$ cat config.mk
export PLATFORM = sky130hd
export DESIGN_NAME = sync_debounce_edge
export DESIGN_NICKNAME = d
export VERILOG_FILES = /design/src/rtl/sync_debounce_edge.sv
export SDC_FILE = /design/constraint.sdc
export NUM_CORES = 1
export LEC_CHECK = 0
export CAP_MARGIN = 5
export CORE_MARGIN = 8
export CORE_UTILIZATION = 41
export DETAILED_ROUTE_END_ITERATION = 16
export PLACE_DENSITY = 0.63
export SLEW_MARGIN = 20
export SYNTH_ARGS = -nofsm -noshare
export SYNTH_HDL_FRONTEND = slang
export SYNTH_SLANG_ARGS = --single-unit
$ cat constraint.sdc
create_clock -name clk -period 2 [get_ports clk]
set_input_delay 0.2 -clock clk [delete_from_list [all_inputs] [get_ports clk]]
set_output_delay 0.2 -clock clk [all_outputs]
set_load 0.02 [all_outputs]
$ cat src/rtl/sync_debounce_edge.sv
// sync_debounce_edge: per-channel input conditioner. Each bit passes through an
// N-stage synchroniser, a stability filter, and registered rise/fall pulse logic.
module sync_debounce_edge #(
    parameter int               WIDTH           = 4,
    parameter int               STAGES          = 2,
    parameter int               DEBOUNCE_CYCLES = 3,
    parameter logic [WIDTH-1:0] RESET_VAL       = '0
) (
    input  logic             clk,
    input  logic             Reset,
    input  logic             en,
    input  logic [WIDTH-1:0] d,
    output logic [WIDTH-1:0] q,
    output logic [WIDTH-1:0] rise,
    output logic [WIDTH-1:0] fall,
    output logic             any_change
);

    localparam int            CW       = $clog2(DEBOUNCE_CYCLES + 1);
    localparam logic [CW-1:0] CNT_LAST = CW'(DEBOUNCE_CYCLES - 1);

    logic [WIDTH-1:0] s        [STAGES];
    logic [CW-1:0]    cnt      [WIDTH];
    logic [CW-1:0]    cnt_next [WIDTH];
    logic [WIDTH-1:0] sync;
    logic [WIDTH-1:0] q_next;
    logic [WIDTH-1:0] rise_next;
    logic [WIDTH-1:0] fall_next;

    // Only s[0] ever samples d; everything downstream sees the last stage.
    assign sync = s[STAGES-1];

    // NOTE: every output of this block is given a default first so no latch is inferred.
    always_comb begin
        q_next = q;
        for (int i = 0; i < WIDTH; i++) begin
            cnt_next[i] = '0;
            if (sync[i] != q[i]) begin
                if (cnt[i] == CNT_LAST) begin
                    q_next[i] = sync[i];
                end else begin
                    cnt_next[i] = cnt[i] + CW'(1);
                end
            end
        end
        rise_next = q_next & ~q;
        fall_next = q & ~q_next;
    end

    always_ff @(posedge clk) begin
        if (Reset) begin
            for (int k = 0; k < STAGES; k++) begin
                s[k] <= RESET_VAL;
            end
            for (int i = 0; i < WIDTH; i++) begin
                cnt[i] <= '0;
            end
            q          <= RESET_VAL;
            rise       <= '0;
            fall       <= '0;
            any_change <= 1'b0;
        end else if (en) begin
            s[0] <= d;
            for (int k = 1; k < STAGES; k++) begin
                s[k] <= s[k-1];
            end
            for (int i = 0; i < WIDTH; i++) begin
                cnt[i] <= cnt_next[i];
            end
            q          <= q_next;
            rise       <= rise_next;
            fall       <= fall_next;
            any_change <= |(rise_next | fall_next);
        end else begin
            // Frozen: state holds, but a pending pulse must not stretch.
            rise       <= '0;
            fall       <= '0;
            any_change <= 1'b0;
        end
    end

endmodule

* Word level (Yosys, flattened, before mapping) *
Memory sizes are Yosys's and may differ from the RTL's.
Cells that the tools add are included.

storage, ports and cells
  input bits = 7
  bits in writable memories = 16
  memories kept = 2
  register bits = 13
  word-level logic and storage cells = 59

memories
  memory  depth  width  read ports  clocked after memory_dff  write ports  line  RTL
  cnt     4      2      4           0                         4            23    logic [CW-1:0] cnt [WIDTH];
  s       2      4      2           0                         2            22    logic [WIDTH-1:0] s [STAGES];

cells by class
  bitwise logic cells = 12
  $add $sub $neg = 4
  mux-type cells = 27
  reductions and logical operators = 2
  eq/ne operators = 8

operators by type and width
  cell                                          number
  two-way mux 2 bit                             12
  two-way mux 1 bit                             13
  adder 2 x 1 -> 2 bit (second input constant)  4
  bitwise AND 4 bit                             2
  == test 2 bit (second input constant)         4
  two-way mux 4 bit                             2
  NOT 4 bit                                     2
  bitwise OR 1 bit                              6
  != test 1 bit                                 4
  bitwise OR 4 bit                              1
  OR reduction 4 bit                            1
  OR reduction 2 bit                            1
  NOT 1 bit                                     1

* Logic depth before layout (Yosys ltp) *
  depth in word-level cells = 7
  depth in mapped cells = 6
  gate-level depth less buffers = 6

* Worst setup path before layout *
OpenSTA, ideal clock, no wires.

  path type = register to register
  start = mem cnt[2][0] (netlist bit)
  end = reg any_change
  path slack = 695 ps
  cell stages (with the launch flop) = 7
  arrival = 1224 ps
  path through = edfxtp_1 > inv_1 > ha_1 > nand2_1 > o21ai_0 > ha_1 > a41oi_1

RTL lines
  item                  line  RTL
  from (decl)           23
  to (signal assigned)  73    any_change <= |(rise_next | fall_next);
  to (decl)             16    output logic any_change

* Final worst setup path *
  start = reg q[1]
  end = out q[1]

RTL lines
  item                    line  RTL
  from (decl)             13    output logic [WIDTH-1:0] q,
  from (signal assigned)  70    q <= q_next;

No word-level cell between the ends.

==> results.txt <==
* Run status: finished clean
* CTS Hold Bufs: 0
* Synthesized area: around 0.0013 mm^2
- Residual DRC count: 0
* Final Cycle Share: between 70% and 80%
* Cell types occupying the most area after synthesis: sky130_fd_sc_hd__edfxtp_1, sky130_fd_sc_hd__dfxtp_1, sky130_fd_sc_hd__ha_1
- The synthesized netlist contains 20 unique library cells.
- Counting flops with an async set or reset pin after synthesis yields a share of 0%.
- Inserted Clock Buffers: 5
* Unrepaired setup endpoints after global routing: false
- The endpoint identified for the worst register-to-register timing path is any_change$_SDFF_PN0_.
- Counting instances, the worst hold path has a depth of 1.
- Number of cells produced by synthesis: 108
- In this run the count of I/O pins placed on the die edge is 20.
* Total negative slack: 0 ps
- Met1 global-route usage: under 10%
* Number of nets in the finished design: 150
- The worst-case IR drop observed on VDD is between 0.3 and 0.4 mV.
* Vias per std cell: between 4 and 5
- The initial utilization of the core area, before any placement, comes to between 40% and 50%.
- Termination of the worst setup path: q[1]
- Clock transition at the registers of the reported paths: about 90 ps
- In this run the number of cells on the critical path is 1.
- Summed over all instances, the cell type with the most area after synthesis is sky130_fd_sc_hd__edfxtp_1.
- The die covers ~0.0052 mm^2.
* Clock latency on the worst-skew pair: roughly 320 ps
* Synth top area share: roughly 37%
- Average cell area after synthesis: between 10 and 15 um^2
- The first TritonRoute pass finished after 3 iterations.
* Number of buffers inserted by post-CTS setup repair: 0
- Maximum fanout count along the critical path: 5
- Final Critical Period: about 1600 ps
- Routed vias: 833
- Number of endpoints failing setup at the final stage: 0
* Power Total: 1.09 mW
* Count of port buffers added during placement: 19
- By count the netlist is led by sky130_fd_sc_hd__and2_1, sky130_fd_sc_hd__edfxtp_1, sky130_fd_sc_hd__dfxtp_1.
* Starting DRC count in detailed routing: between 40 and 50
- Buf+Inv Stages, Crit Path: 1
- Clock share of power: 30.1%
* Highest achievable clock rate: roughly 0.63 GHz
* Number of clock sinks: 29
- Proportion of layout cells with a drive suffix above 1: ~8.3%
* Global route overflow: 0
* Wire length of the first global-routing pass: 3.63 mm
* Setup skew after layout: slightly above 9 ps
- Counting along the longest clock path gives a buffer depth of 2.
- Quantity of gates resized following cts: 0
* Master of the slowest instance on the critical path: sky130_fd_sc_hd__clkdlybuf4s50_1
- After detailed routing, the average wire length per cell comes to approximately 12 um.
* Path depth of the worst reg2reg path: 6
* Internal power: around 0.84 mW
- Across all register-to-register paths, the minimum setup slack is 500 ps.
- Counting every net in the synthesized netlist gives ~130.
- The worst setup path is launched from a flop.
* Antenna violations before repair: 0
* Net switching power of the design: approximately 0.25 mW
- CTS tree: done
* Most heavily used metal layer in global routing: met2
* Number of register bits inferred by synthesis: 29
* DPL Wire Length: 1.50 mm
* Hold Fails Final Rpt: 0
- Count of nets left with antenna violations after detail routing: 0
* Flop pwr share: around 60%
- Relative contribution of combinational cells to total power: around 8.3%
- In this run the clock root is driven by a sky130_fd_sc_hd__clkbuf_4.
- For this run, the total global-route usage over all layers was measured as approximately 9.2%.
- Worst R2R Start: cnt[2][0]$_SDFFCE_PP0P_
- Die Width: about 72 um
- Data on the critical path arrives at its endpoint at 1380 ps.
- CP Launch Point: q[1]$_SDFFE_PP0P_
- For this run, global-route usage on met3 was measured as 3.86%.
* Final antenna diode count: 0
- The tool flagged a number of max-cap violations equal to 0.
* Core area: roughly 0.0030 mm^2
- Relative slew slack: roughly 75%
- Worst slack after detailed placement: around 330 ps
- Number of synthesized flops with an enable pin: 16
* Global routing usage on met2: 14.8%
- In this design, the stage delay of the slowest critical-path cell is about 640 ps.
- The analysis attributes to cell leakage a power of about 0.58 nW.
- For the pin with the worst max-slew slack, the measured transition is between 300 and 400 ps.
* Die height: 72.3 um
- Power spread over the standard cell area amounts to roughly 700 mW/mm^2.
- The congestion estimate from routability-driven global placement came to 0.743.
- Once layout is complete, the utilization of the core stands at approximately 52%.
- Count of yosys warnings during synthesis: 0
- Entering global routing, the biggest net connects 17 pins.
* Post-layout instance count excluding filler cells: 176
- In the synthesized netlist the dominant register cell turns out to be sky130_fd_sc_hd__edfxtp_1.
- Area overhead of the layout relative to synthesis: 21.3%
* H-tree depth: 2
- Kind of cell adding the most delay to the critical path: buffers and inverters
* Number of cell rows: 20
- Once routing completed, OpenROAD measured the worst setup slack at roughly 420 ps.
- For this run, the register share of the synthesized area comes to between 50% and 60%.
- The critical path goes through clkdlybuf4s50_1.
* Pins Over Slew Limit: 0
- The via count of the first global-routing pass was approximately 840.
- The critical path is of the reg -> out type.
* Sw Share: between 20% and 30%
- At the worst endpoint, the required time is around 1800 ps.
* Post-detailed-routing wire length: approximately 2.1 mm
- Kind of path behind the tightest hold check: reg -> reg
- Kind of capture point of the worst setup path: output pin
* Post-Place Cells: ~170
[logic make-up (layout without fill, tap and decap cells)]
group / Yosys count / count (layout) / share of synthesized area (%)
AND/OR/NAND/NOR: 35 / 35 / 16.0
flip-flops: 29 / 29 / 57.0
AO/OA/AOI/OAI: 17 / 17 / 9.14
adder cells (fa/ha/maj): 12 / 12 / 11.5
buffers and inverters: 11 / 35 / 3.66
XOR/XNOR: 4 / 4 / 2.69
[sequential cells by signal, indices dropped and copies added, names as in the netlist]
| signal | count |
|---|---|
| cnt | 8 |
| any_change | 1 |
| s | 8 |
| rise | 4 |
| q | 4 |
| fall | 4 |
[how the worst min path moves through the flow]
stage | slack, ps | start | to
after floorplan | 270 | Reset | q[0]$_SDFFE_PP0P_
after global placement | 500 | s[0][0]$_SDFFCE_PN0P_ | s[0][4]$_SDFFCE_PN0P_
after detailed placement | 510 | s[0][1]$_SDFFCE_PN0P_ | s[0][5]$_SDFFCE_PN0P_
after CTS | 520 | d[0] | s[0][0]$_SDFFCE_PN0P_
after global routing | 530 | d[0] | s[0][0]$_SDFFCE_PN0P_
final | 520 | s[0][1]$_SDFFCE_PN0P_ | s[0][5]$_SDFFCE_PN0P_
[power groups by stage]
stage | clock network (mW) | logic (mW) | registers, mW
2_1_floorplan | 0 | 0.0554 | 0.683
3_5_place_dp | 0 | 0.0918 | 0.682
6_report | 0.327 | 0.0902 | 0.668
4_1_cts | 0.344 | 0.0923 | 0.668
5_1_grt | 0.360 | 0.104 | 0.671
3_3_place_gp | 0 | 0.0895 | 0.681
[layout make-up]
type | count | area (um^2)
well taps | 44 | 55.1
clock buffers | 8 | 48.8
repair buffers | 19 | 190
flip-flops and latches | 29 | 741
multi-input cells | 68 | 512
inverters | 8 | 30.0
fillers | 275 | 1450
[placed cells by master (no fill, tap or decap)]
cell / count
sky130_fd_sc_hd__or2_2: 1
sky130_fd_sc_hd__edfxtp_1: 16
sky130_fd_sc_hd__ha_1: 12
sky130_fd_sc_hd__dfxtp_1: 13
sky130_fd_sc_hd__a21oi_1: 4
sky130_fd_sc_hd__and2b_4: 1
sky130_fd_sc_hd__inv_1: 8
sky130_fd_sc_hd__xnor2_1: 4
sky130_fd_sc_hd__nand2b_1: 1
sky130_fd_sc_hd__nand2_1: 4
sky130_fd_sc_hd__nand3_1: 4
sky130_fd_sc_hd__o21a_1: 4
sky130_fd_sc_hd__clkbuf_4: 5
sky130_fd_sc_hd__clkdlybuf4s50_1: 19
sky130_fd_sc_hd__a41oi_1: 1
sky130_fd_sc_hd__o21ai_0: 4
sky130_fd_sc_hd__a21bo_2: 4
sky130_fd_sc_hd__nor4_1: 8
sky130_fd_sc_hd__and2_1: 16
sky130_fd_sc_hd__clkbuf_1: 3
[layer usage]
layer	share of wire [%]	routed length, um	vias to the layer above
li1	-	-	425
met1	46	979	380
met2	44	935	21
met3	6.2	132	7
met4	3.2	67	0
met5	0	0	-
[per-stage QoR]
stage	hold WS (ps)	instance area (um^2)
2_1_floorplan	269	1300
3_3_place_gp	501	1530
3_5_place_dp	507	1530
4_1_cts	516	1580
5_1_grt	526	1580
6_report	523	1580
(Power assumes the default switching activity.)
